File: src/rtl/gb_hist_sched_pkg.sv
`default_nettype none
// +----------------------------------------------------------------------+
// | Package : gb_pkg                                                     |
// | Shared state encodings and widths for the gray-balance histogram     |
// | frame scheduler.                                                     |
// | Revision: 1.0                                                        |
// +----------------------------------------------------------------------+
package gb_pkg;

    localparam int FRAME_CNT_W = 16;

    localparam logic [4:0] ST_INIT  = 5'b00001;
    localparam logic [4:0] ST_ACCUM = 5'b00010;
    localparam logic [4:0] ST_DRAIN = 5'b00100;
    localparam logic [4:0] ST_START = 5'b01000;
    localparam logic [4:0] ST_COMP  = 5'b10000;

    typedef enum logic [4:0] {
        S_INIT  = ST_INIT,
        S_ACCUM = ST_ACCUM,
        S_DRAIN = ST_DRAIN,
        S_START = ST_START,
        S_COMP  = ST_COMP
    } state_e;

endpackage
`default_nettype wire

File: src/rtl/gb_hist_sched_if.sv
`default_nettype none
// +----------------------------------------------------------------------+
// | Interface : gb_hist_sched_if                                         |
// | Pixel stream, histogram RAM port pair and compensation-engine        |
// | handshake of the histogram frame scheduler.                          |
// | Revision: 1.0                                                        |
// +----------------------------------------------------------------------+
interface gb_hist_sched_if #(
    parameter int DIN_WIDTH = 14,
    parameter int CNT_WIDTH = 24
);
    import gb_pkg::*;

    logic                   in_valid;
    logic [DIN_WIDTH-1:0]   in_data;
    logic                   in_endofpacket;
    logic                   in_ready;

    logic [DIN_WIDTH-1:0]   ram_rd_addr;
    logic [CNT_WIDTH-1:0]   ram_rd_q;
    logic [DIN_WIDTH-1:0]   ram_wr_addr;
    logic [CNT_WIDTH-1:0]   ram_wr_data;
    logic                   ram_wr;

    logic                   comp_start;
    logic                   comp_busy;
    logic [DIN_WIDTH-1:0]   comp_rd_addr;
    logic [DIN_WIDTH-1:0]   comp_wr_addr;
    logic                   comp_wr;

    logic [FRAME_CNT_W-1:0] frame_cnt;

    // Scheduler side
    modport master (
        input  in_valid, in_data, in_endofpacket, ram_rd_q,
               comp_busy, comp_rd_addr, comp_wr_addr, comp_wr,
        output in_ready, ram_rd_addr, ram_wr_addr, ram_wr_data, ram_wr,
               comp_start, frame_cnt
    );

    // Environment side: video source, RAM and compensation engine
    modport slave (
        output in_valid, in_data, in_endofpacket, ram_rd_q,
               comp_busy, comp_rd_addr, comp_wr_addr, comp_wr,
        input  in_ready, ram_rd_addr, ram_wr_addr, ram_wr_data, ram_wr,
               comp_start, frame_cnt
    );

endinterface
`default_nettype wire

File: src/rtl/gb_hist_sched_rmw.sv
`default_nettype none
// +----------------------------------------------------------------------+
// | Module  : gb_hist_rmw                                                |
// | Two-stage histogram read-modify-write with one-deep forwarding.      |
// | GB_SATURATE_EN: saturate bins at all-ones instead of wrapping.       |
// | Revision: 1.0                                                        |
// +----------------------------------------------------------------------+
module gb_hist_rmw
    import gb_pkg::*;
#(
    parameter int DIN_WIDTH = 14,
    parameter int CNT_WIDTH = 24
) (
    input  wire logic                 clk,
    input  wire logic                 rst_n,
    input  wire logic                 acc_valid,
    input  wire logic [DIN_WIDTH-1:0] acc_addr,
    input  wire logic [CNT_WIDTH-1:0] rd_q,
    output logic                      wr,
    output logic [DIN_WIDTH-1:0]      wr_addr,
    output logic [CNT_WIDTH-1:0]      wr_data
);

    localparam logic [CNT_WIDTH-1:0] c_cnt_one = CNT_WIDTH'(1);
    localparam logic [CNT_WIDTH-1:0] c_cnt_max = '1;

    logic                 r_s1_valid;
    logic [DIN_WIDTH-1:0] r_s1_addr;
    logic                 r_fwd_valid;
    logic [DIN_WIDTH-1:0] r_fwd_addr;
    logic [CNT_WIDTH-1:0] r_fwd_data;
    logic [CNT_WIDTH-1:0] w_base;
    logic [CNT_WIDTH-1:0] w_next;

    // RAM returns old data on read-during-write, so the write landing in
    // the same cycle as our read must be forwarded.
    always_comb begin
        w_base = (r_fwd_valid && (r_fwd_addr == r_s1_addr)) ? r_fwd_data : rd_q;
`ifdef GB_SATURATE_EN
        w_next = (w_base == c_cnt_max) ? c_cnt_max : (w_base + c_cnt_one);
`else
        w_next = w_base + c_cnt_one;
`endif
        wr      = r_s1_valid;
        wr_addr = r_s1_addr;
        wr_data = w_next;
    end

    always_ff @(posedge clk or negedge rst_n) begin
        if (!rst_n) begin
            r_s1_valid  <= 1'b0;
            r_s1_addr   <= '0;
            r_fwd_valid <= 1'b0;
            r_fwd_addr  <= '0;
            r_fwd_data  <= '0;
        end else begin
            r_s1_valid  <= acc_valid;
            r_s1_addr   <= acc_addr;
            r_fwd_valid <= r_s1_valid;
            r_fwd_addr  <= r_s1_addr;
            r_fwd_data  <= w_next;
        end
    end

endmodule
`default_nettype wire

File: src/rtl/gb_hist_sched.sv
`default_nettype none
// +----------------------------------------------------------------------+
// | Module  : gb_hist_sched                                              |
// | Time-shares the histogram RAM between clear, accumulate and the      |
// | compensation engine. GB_SATURATE_EN selects saturating bins.         |
// | Revision: 1.0                                                        |
// +----------------------------------------------------------------------+
module gb_hist_sched
    import gb_pkg::*;
#(
    parameter int DIN_WIDTH = 14,
    parameter int CNT_WIDTH = 24
) (
    input  wire logic         clk,
    input  wire logic         rst_n,
    gb_hist_sched_if.master   bus
);

    localparam logic [DIN_WIDTH-1:0]   c_clr_last  = '1;
    localparam logic [DIN_WIDTH-1:0]   c_addr_one  = DIN_WIDTH'(1);
    localparam logic [FRAME_CNT_W-1:0] c_frame_one = FRAME_CNT_W'(1);

    state_e                 r_state;
    state_e                 w_state_nxt;
    logic [DIN_WIDTH-1:0]   r_clr_cnt;
    logic                   r_clr_live;
    logic                   r_seen_busy;
    logic [FRAME_CNT_W-1:0] r_frame_cnt;
    logic                   w_accept;
    logic                   w_rmw_wr;
    logic [DIN_WIDTH-1:0]   w_rmw_addr;
    logic [CNT_WIDTH-1:0]   w_rmw_data;

    assign w_accept      = bus.in_valid && (r_state == S_ACCUM);
    assign bus.frame_cnt = r_frame_cnt;

    gb_hist_rmw #(
        .DIN_WIDTH (DIN_WIDTH),
        .CNT_WIDTH (CNT_WIDTH)
    ) u_rmw (
        .clk       (clk),
        .rst_n     (rst_n),
        .acc_valid (w_accept),
        .acc_addr  (bus.in_data),
        .rd_q      (bus.ram_rd_q),
        .wr        (w_rmw_wr),
        .wr_addr   (w_rmw_addr),
        .wr_data   (w_rmw_data)
    );

    always_ff @(posedge clk or negedge rst_n) begin
        if (!rst_n) r_state <= S_INIT;
        else        r_state <= w_state_nxt;
    end

    always_comb begin
        w_state_nxt     = r_state;
        bus.in_ready    = 1'b0;
        bus.comp_start  = 1'b0;
        bus.ram_rd_addr = '0;
        bus.ram_wr_addr = '0;
        bus.ram_wr_data = '0;
        bus.ram_wr      = 1'b0;
        case (r_state)
            S_INIT: begin
                bus.ram_wr      = r_clr_live;
                bus.ram_wr_addr = r_clr_cnt;
                if (r_clr_live && (r_clr_cnt == c_clr_last)) w_state_nxt = S_ACCUM;
            end
            S_ACCUM, S_DRAIN: begin
                bus.in_ready    = (r_state == S_ACCUM);
                bus.ram_rd_addr = w_accept ? bus.in_data : '0;
                bus.ram_wr      = w_rmw_wr;
                bus.ram_wr_addr = w_rmw_addr;
                bus.ram_wr_data = w_rmw_data;
                if (r_state == S_DRAIN)                      w_state_nxt = S_START;
                else if (w_accept && bus.in_endofpacket)     w_state_nxt = S_DRAIN;
            end
            S_START: begin
                bus.comp_start = 1'b1;
                w_state_nxt    = S_COMP;
            end
            S_COMP: begin
                bus.ram_rd_addr = bus.comp_rd_addr;
                bus.ram_wr_addr = bus.comp_wr_addr;
                bus.ram_wr      = bus.comp_wr;
                if (!bus.comp_busy && r_seen_busy) w_state_nxt = S_ACCUM;
            end
            default: w_state_nxt = S_INIT;
        endcase
    end

    // Clear sweep idles one cycle after reset so no write is issued while
    // reset is still asserted.
    always_ff @(posedge clk or negedge rst_n) begin
        if (!rst_n) begin
            r_clr_cnt   <= '0;
            r_clr_live  <= 1'b0;
            r_seen_busy <= 1'b0;
            r_frame_cnt <= '0;
        end else begin
            if (r_state == S_INIT) begin
                r_clr_live <= !(r_clr_live && (r_clr_cnt == c_clr_last));
                if (r_clr_live) r_clr_cnt <= r_clr_cnt + c_addr_one;
            end
            if (r_state == S_START)
                r_seen_busy <= 1'b0;
            else if ((r_state == S_COMP) && bus.comp_busy)
                r_seen_busy <= 1'b1;
            if ((r_state == S_COMP) && !bus.comp_busy && r_seen_busy)
                r_frame_cnt <= r_frame_cnt + c_frame_one;
        end
    end

endmodule
`default_nettype wire

File: src/flat_wrapper.sv
// flat-port wrapper written by rule: the top's interface ports become plain ports
module gb_hist_sched_flat import gb_pkg::*;
#(
    parameter int DIN_WIDTH = 14,
    parameter int CNT_WIDTH = 24
)
  (clk, rst_n, bus_in_valid, bus_in_data, bus_in_endofpacket, bus_ram_rd_q, bus_comp_busy, bus_comp_rd_addr, bus_comp_wr_addr, bus_comp_wr, bus_in_ready, bus_ram_rd_addr, bus_ram_wr_addr, bus_ram_wr_data, bus_ram_wr, bus_comp_start, bus_frame_cnt);
  gb_hist_sched_if #(.DIN_WIDTH(DIN_WIDTH), .CNT_WIDTH(CNT_WIDTH)) bus_i ();
  input  wire logic clk;
  input  wire logic rst_n;
  input wire logic [$bits(bus_i.in_valid)-1:0] bus_in_valid;
  input wire logic [$bits(bus_i.in_data)-1:0] bus_in_data;
  input wire logic [$bits(bus_i.in_endofpacket)-1:0] bus_in_endofpacket;
  input wire logic [$bits(bus_i.ram_rd_q)-1:0] bus_ram_rd_q;
  input wire logic [$bits(bus_i.comp_busy)-1:0] bus_comp_busy;
  input wire logic [$bits(bus_i.comp_rd_addr)-1:0] bus_comp_rd_addr;
  input wire logic [$bits(bus_i.comp_wr_addr)-1:0] bus_comp_wr_addr;
  input wire logic [$bits(bus_i.comp_wr)-1:0] bus_comp_wr;
  output wire logic [$bits(bus_i.in_ready)-1:0] bus_in_ready;
  output wire logic [$bits(bus_i.ram_rd_addr)-1:0] bus_ram_rd_addr;
  output wire logic [$bits(bus_i.ram_wr_addr)-1:0] bus_ram_wr_addr;
  output wire logic [$bits(bus_i.ram_wr_data)-1:0] bus_ram_wr_data;
  output wire logic [$bits(bus_i.ram_wr)-1:0] bus_ram_wr;
  output wire logic [$bits(bus_i.comp_start)-1:0] bus_comp_start;
  output wire logic [$bits(bus_i.frame_cnt)-1:0] bus_frame_cnt;
  assign bus_i.in_valid = bus_in_valid;
  assign bus_i.in_data = bus_in_data;
  assign bus_i.in_endofpacket = bus_in_endofpacket;
  assign bus_i.ram_rd_q = bus_ram_rd_q;
  assign bus_i.comp_busy = bus_comp_busy;
  assign bus_i.comp_rd_addr = bus_comp_rd_addr;
  assign bus_i.comp_wr_addr = bus_comp_wr_addr;
  assign bus_i.comp_wr = bus_comp_wr;
  assign bus_in_ready = bus_i.in_ready;
  assign bus_ram_rd_addr = bus_i.ram_rd_addr;
  assign bus_ram_wr_addr = bus_i.ram_wr_addr;
  assign bus_ram_wr_data = bus_i.ram_wr_data;
  assign bus_ram_wr = bus_i.ram_wr;
  assign bus_comp_start = bus_i.comp_start;
  assign bus_frame_cnt = bus_i.frame_cnt;
  gb_hist_sched #(.DIN_WIDTH(DIN_WIDTH), .CNT_WIDTH(CNT_WIDTH)) u_core (.clk(clk), .rst_n(rst_n), .bus(bus_i));
endmodule
File: config.mk
export PLATFORM = sky130hd
export DESIGN_NAME = gb_hist_sched_flat
export DESIGN_NICKNAME = d
export VERILOG_FILES = /design/src/rtl/gb_hist_sched_pkg.sv /design/src/rtl/gb_hist_sched_if.sv /design/src/rtl/gb_hist_sched_rmw.sv /design/src/rtl/gb_hist_sched.sv /design/src/flat_wrapper.sv
export SDC_FILE = /design/constraint.sdc
export NUM_CORES = 1
export LEC_CHECK = 0
export ABC_AREA = 0
export BUFFER_PORTS_ARGS = -buffer_cell sky130_fd_sc_hd__buf_2
export CAP_MARGIN = 15
export CORE_ASPECT_RATIO = 1.25
export CORE_MARGIN = 2
export CORE_UTILIZATION = 47
export CTS_CLUSTER_DIAMETER = 30
export CTS_CLUSTER_SIZE = 28
export DETAILED_ROUTE_END_ITERATION = 6
export PLACE_DENSITY_LB_ADDON = 0.25
export SYNTH_ARGS = -nofsm -noshare
export SYNTH_HDL_FRONTEND = slang
export SYNTH_HIERARCHICAL = 1
export SYNTH_SLANG_ARGS = --single-unit
File: constraint.sdc
create_clock -name clk -period 2.7 [get_ports clk]
set_input_delay 0.27 -clock clk [delete_from_list [all_inputs] [get_ports clk]]
set_output_delay 0.27 -clock clk [all_outputs]
set_load 0.005 [all_outputs]
==> impl_metrics.yaml <==
placed_design:
  numPortBuffers: 142
  dp_hpwl_mm: 9.24
  place_inst: 760
  routabilityCongestion: 0.897
  place_ws_ns: -0.363
cts:
  cts_buffer_depth: 2
  cts_sinks: 91
  cts_root_buf: "clkbuf_16"
  insertion_delay_ns: 0.34
  cts_tree: "built"
  cts_buffers: 9
  clk_pin_slew_ns: 0.06
  htreeDepth: 3
yosys:
  synth-seq-area-share: 0.461
  synth_warnings: 6
  yosys.area.top_type: "dfrtp_1"
  synth_compound_area_frac: 0.0881
  syn_inst: 476
  synth_top_area_frac: 0.455
  synthTopCellsByArea: "dfrtp_1 46%, xnor2_1 8.1%, xor2_1 6.9%"
  yosys.area_share.simple: 0.216
  synth_xor_xnor_area_share: 0.151
  synth.distinct_cells: 52
  syn_area_um2: 4940
  synth_ff_type: "dfrtp_1"
  synth_nets: 551
  ys_ff_latch: 91
  async_flop_share: 1.00
  synth_edf_count: 0
  syn_avg_cell_area_um2: 10.4
  synth_top_family_by_area: "simple AND/OR/NAND/NOR gates"
  synthMuxAreaShare: 0.0342
  synth_fa_ha_area_frac: 0.00759
floorplanning:
  start_util: 0.487
  coreArea_um2: 10200
  fp.dieH_um: 119
  io_pins: 143
  dieArea_um2: 11400
  die_x_um: 95.7
  num_rows: 41
timing:
  finalSetupViolCount: 18
  hold_viol_final: 0
  tightest_slew_ns: 0.630
  fin_skew_ns: 0.00650
  slew_violations: 0
  max_freq_mhz: 296
  fin_crit_sh: 1.25
  fin_crit_ns: 3.38
  worst_slack_ns: -0.676
  slew_headroom: 0.574
  rsz0062_at_grt: "yes"
final_layout:
  syn_to_final_growth_pct: 35.7
  num-nets-final: 739
  num_antenna_cells: 0
  final_cell_count_no_fill: 798
  fill_cells: 812
  seqCellArea_um2: 2280
  drive_gt1_frac: 0.390
  multi_input_area_um2: 2610
  final_util: 0.661
drt:
  first_pass_iters: 6
  wire_per_inst_um: 16.2
  vias_per_cell: 5.43
  drc: 0
  vias: 4331
  drt_iter0_markers: 210
  routed_wl_mm: 12.9
  ant_nets: 0
global_route:
  grt_pass1_wl_mm: 19.6
  grt_pass1_vias: 4059
  grt_overflow: 0
  grt_use_total: 0.219
  grt_max_degree: 49
  antenna_found_initial: 0
run_status:
  status: "finished, violations left"
  violations: "negative setup slack"
critical_path:
  r2r_end: "u_core/u_rmw/r_fwd_data[10]"
  reg2reg_from: "u_core/u_rmw/wr_addr[10]"
  crit_family: "simple AND/OR/NAND/NOR gates"
  crit_type: "flop to output pin"
  worst_setup_path_start_kind: "flop"
  crit_buf_inv: 1
  critical_path_arrival_ns: 3.11
  cp_cell_sequence: "xnor2_1, nand4_1, nor4_4, mux2_4, ha_4, nand4_1, nor4_4, nand3_1, xor2_1, mux2i_1, and2_1, buf_2"
  reg2reg_slack_ns: -0.08
  cp_max_fo: 5
  cpPeakStageDelay_ns: 0.43
  end_kind: "output pin"
  rr_worst_depth: 13
  crit_slowest_cell: "nor4_4"
  required_ns: 2.43
job:
  cap_violations: 0
power_and_ir_drop:
  p_per_area_nw_per_um2: 584
  power.leakage_nw: 3.29
  vdd_ir_drop_max_uv: 444
hold_path:
  min-delay-start: "bus_in_data[4]"
  hold_class: "primary input to flop"
  hold_depth: 1
  min_to: "u_core/u_rmw/wr_addr[4]"
## power by group
part / leakage [nW] / switching, mW / internal, mW / total (mW)
Sequential: 1.12 / 0.137 / 1.49 / 1.62
Clock: 0.162 / 0.536 / 0.821 / 1.36
Combinational: 2.01 / 0.483 / 0.459 / 0.942
## registers in the layout, indices dropped and copies added (netlist names)
register,flops
u_core/bus.frame_cnt,16
u_core/r_clr_cnt,14
u_core/r_clr_live,1
u_core/r_seen_busy,1
u_core/r_state,5
u_core/u_rmw/r_fwd_addr,14
u_core/u_rmw/r_fwd_data,24
u_core/u_rmw/r_fwd_valid,1
u_core/u_rmw/wr,1
u_core/u_rmw/wr_addr,14
## layout by cell type (no fill, tap or decap), types with 3 or more instances in the layout
cell	count
o21ai_0	5
xor2_1	39
nor3_1	8
xnor2_1	43
nor2_4	5
buf_4	44
buf_6	3
a222oi_1	14
clkbuf_16	12
mux2i_4	3
buf_12	3
buf_2	140
inv_1	27
a22o_1	14
dfrtp_1	90
nor2_1	23
a21oi_2	9
nand3_1	29
nor4_4	3
xnor2_2	3
mux2i_1	8
nand2_1	24
and4_1	4
nor4_1	5
and2_1	25
nor3_2	4
nand4_1	23
and3_1	9
## worst max-delay path by stage
stage	from	end	slack, ns	depth (start not counted)
4_1_cts	u_core/u_rmw/wr_addr[10]	bus_ram_wr_data[20]	-0.67	12
2_1_floorplan	u_core/u_rmw/wr_addr[1]	bus_ram_wr_data[16]	-0.27	11
3_5_place_dp	u_core/u_rmw/wr_addr[7]	bus_ram_wr_data[16]	-0.36	12
5_1_grt	u_core/u_rmw/r_fwd_addr[5]	bus_ram_wr_data[22]	-0.92	12
6_report	u_core/u_rmw/wr_addr[10]	bus_ram_wr_data[22]	-0.68	12
3_3_place_gp	u_core/u_rmw/wr_addr[1]	bus_ram_wr_data[18]	-0.30	12
## kinds of logic (layout without fill, tap and decap cells)
logic type | after synthesis | count (layout)
and+or+nand+nor | 183 | 183
DFF | 91 | 91
xor gates and xnor gates | 85 | 85
AOI/OAI and AO/OA | 51 | 51
buffers and inverters | 47 | 240
muxes | 16 | 16
adders and majority gates | 3 | 3
## area by class of cell
class / count / area share
multi-input cells: 338 / 0.389
flip-flops and latches: 91 / 0.339
repair buffers: 195 / 0.183
clock buffers: 9 / 0.0336
well taps: 129 / 0.0240
inverters: 29 / 0.0162
clock inverters: 7 / 0.0147
## timing repair
item	4_1_cts	5_1_grt
cloned	0	3
hold buffers	1	0
endpoints found under the hold margin	43	0
pin swaps	17	12
buffers inserted	7	14
resized for setup	11	29
endpoints found under the setup margin	13	45
## per-stage QoR
stage / cell area [µm²] / hold slack (ns) / total power, mW / setup TNS, ns
3_3_place_gp: 5990 / 0.316 / 2.52 / -2.04
4_1_cts: 6410 / 0.0409 / 3.93 / -6.62
3_5_place_dp: 5990 / 0.322 / 2.55 / -2.88
5_1_grt: 6710 / 0.0418 / 4.14 / -11.31
2_1_floorplan: 4960 / -0.0256 / 2.14 / -1.46
6_report: 6710 / 0.0555 / 3.92 / -6.73
## worst register-to-register path, stage by stage, from the launching register on
cell	delay [ns]
dfrtp_1	0.40
xnor2_1	0.15
nand4_1	0.20
nor4_4	0.43
mux2_4	0.36
ha_4	0.17
buf_4	0.16
nand2_4	0.09
nor2_4	0.05
and4_1	0.17
xnor2_1	0.15
mux2i_1	0.10
buf_4	0.13
buf_4	0.12
## cell usage after synthesis (2+ instances only)
cell      instances
dfrtp_1          90
xnor2_1          46
xor2_1           39
nand3_1          30
nor2_1           30
inv_1            28
and2_1           25
nand2_1          25
nand4_1          23
a222oi_1         14
a22o_1           14
mux2i_1          12
nor3_1           10
a21oi_2           9
and3_1            9
clkbuf_1          9
nor4_1            6
buf_2             5
o21ai_0           5
and4_1            4
buf_6             4
ha_1              3
nor4_4            3
mux2_2            2
nor2b_1           2
nor3_2            2
or3_1             2
## layer usage
metal | vias to the layer above | GRT usage | part of all wire
li1 | 2065 | - | -
met1 | 2090 | 0.280 | 0.40
met2 | 155 | 0.375 | 0.52
met3 | 21 | 0.0402 | 0.056
met4 | 0 | 0.0625 | 0.026
met5 | - | 0 | 0
No activity file was read; power rests on OpenSTA's default activity.
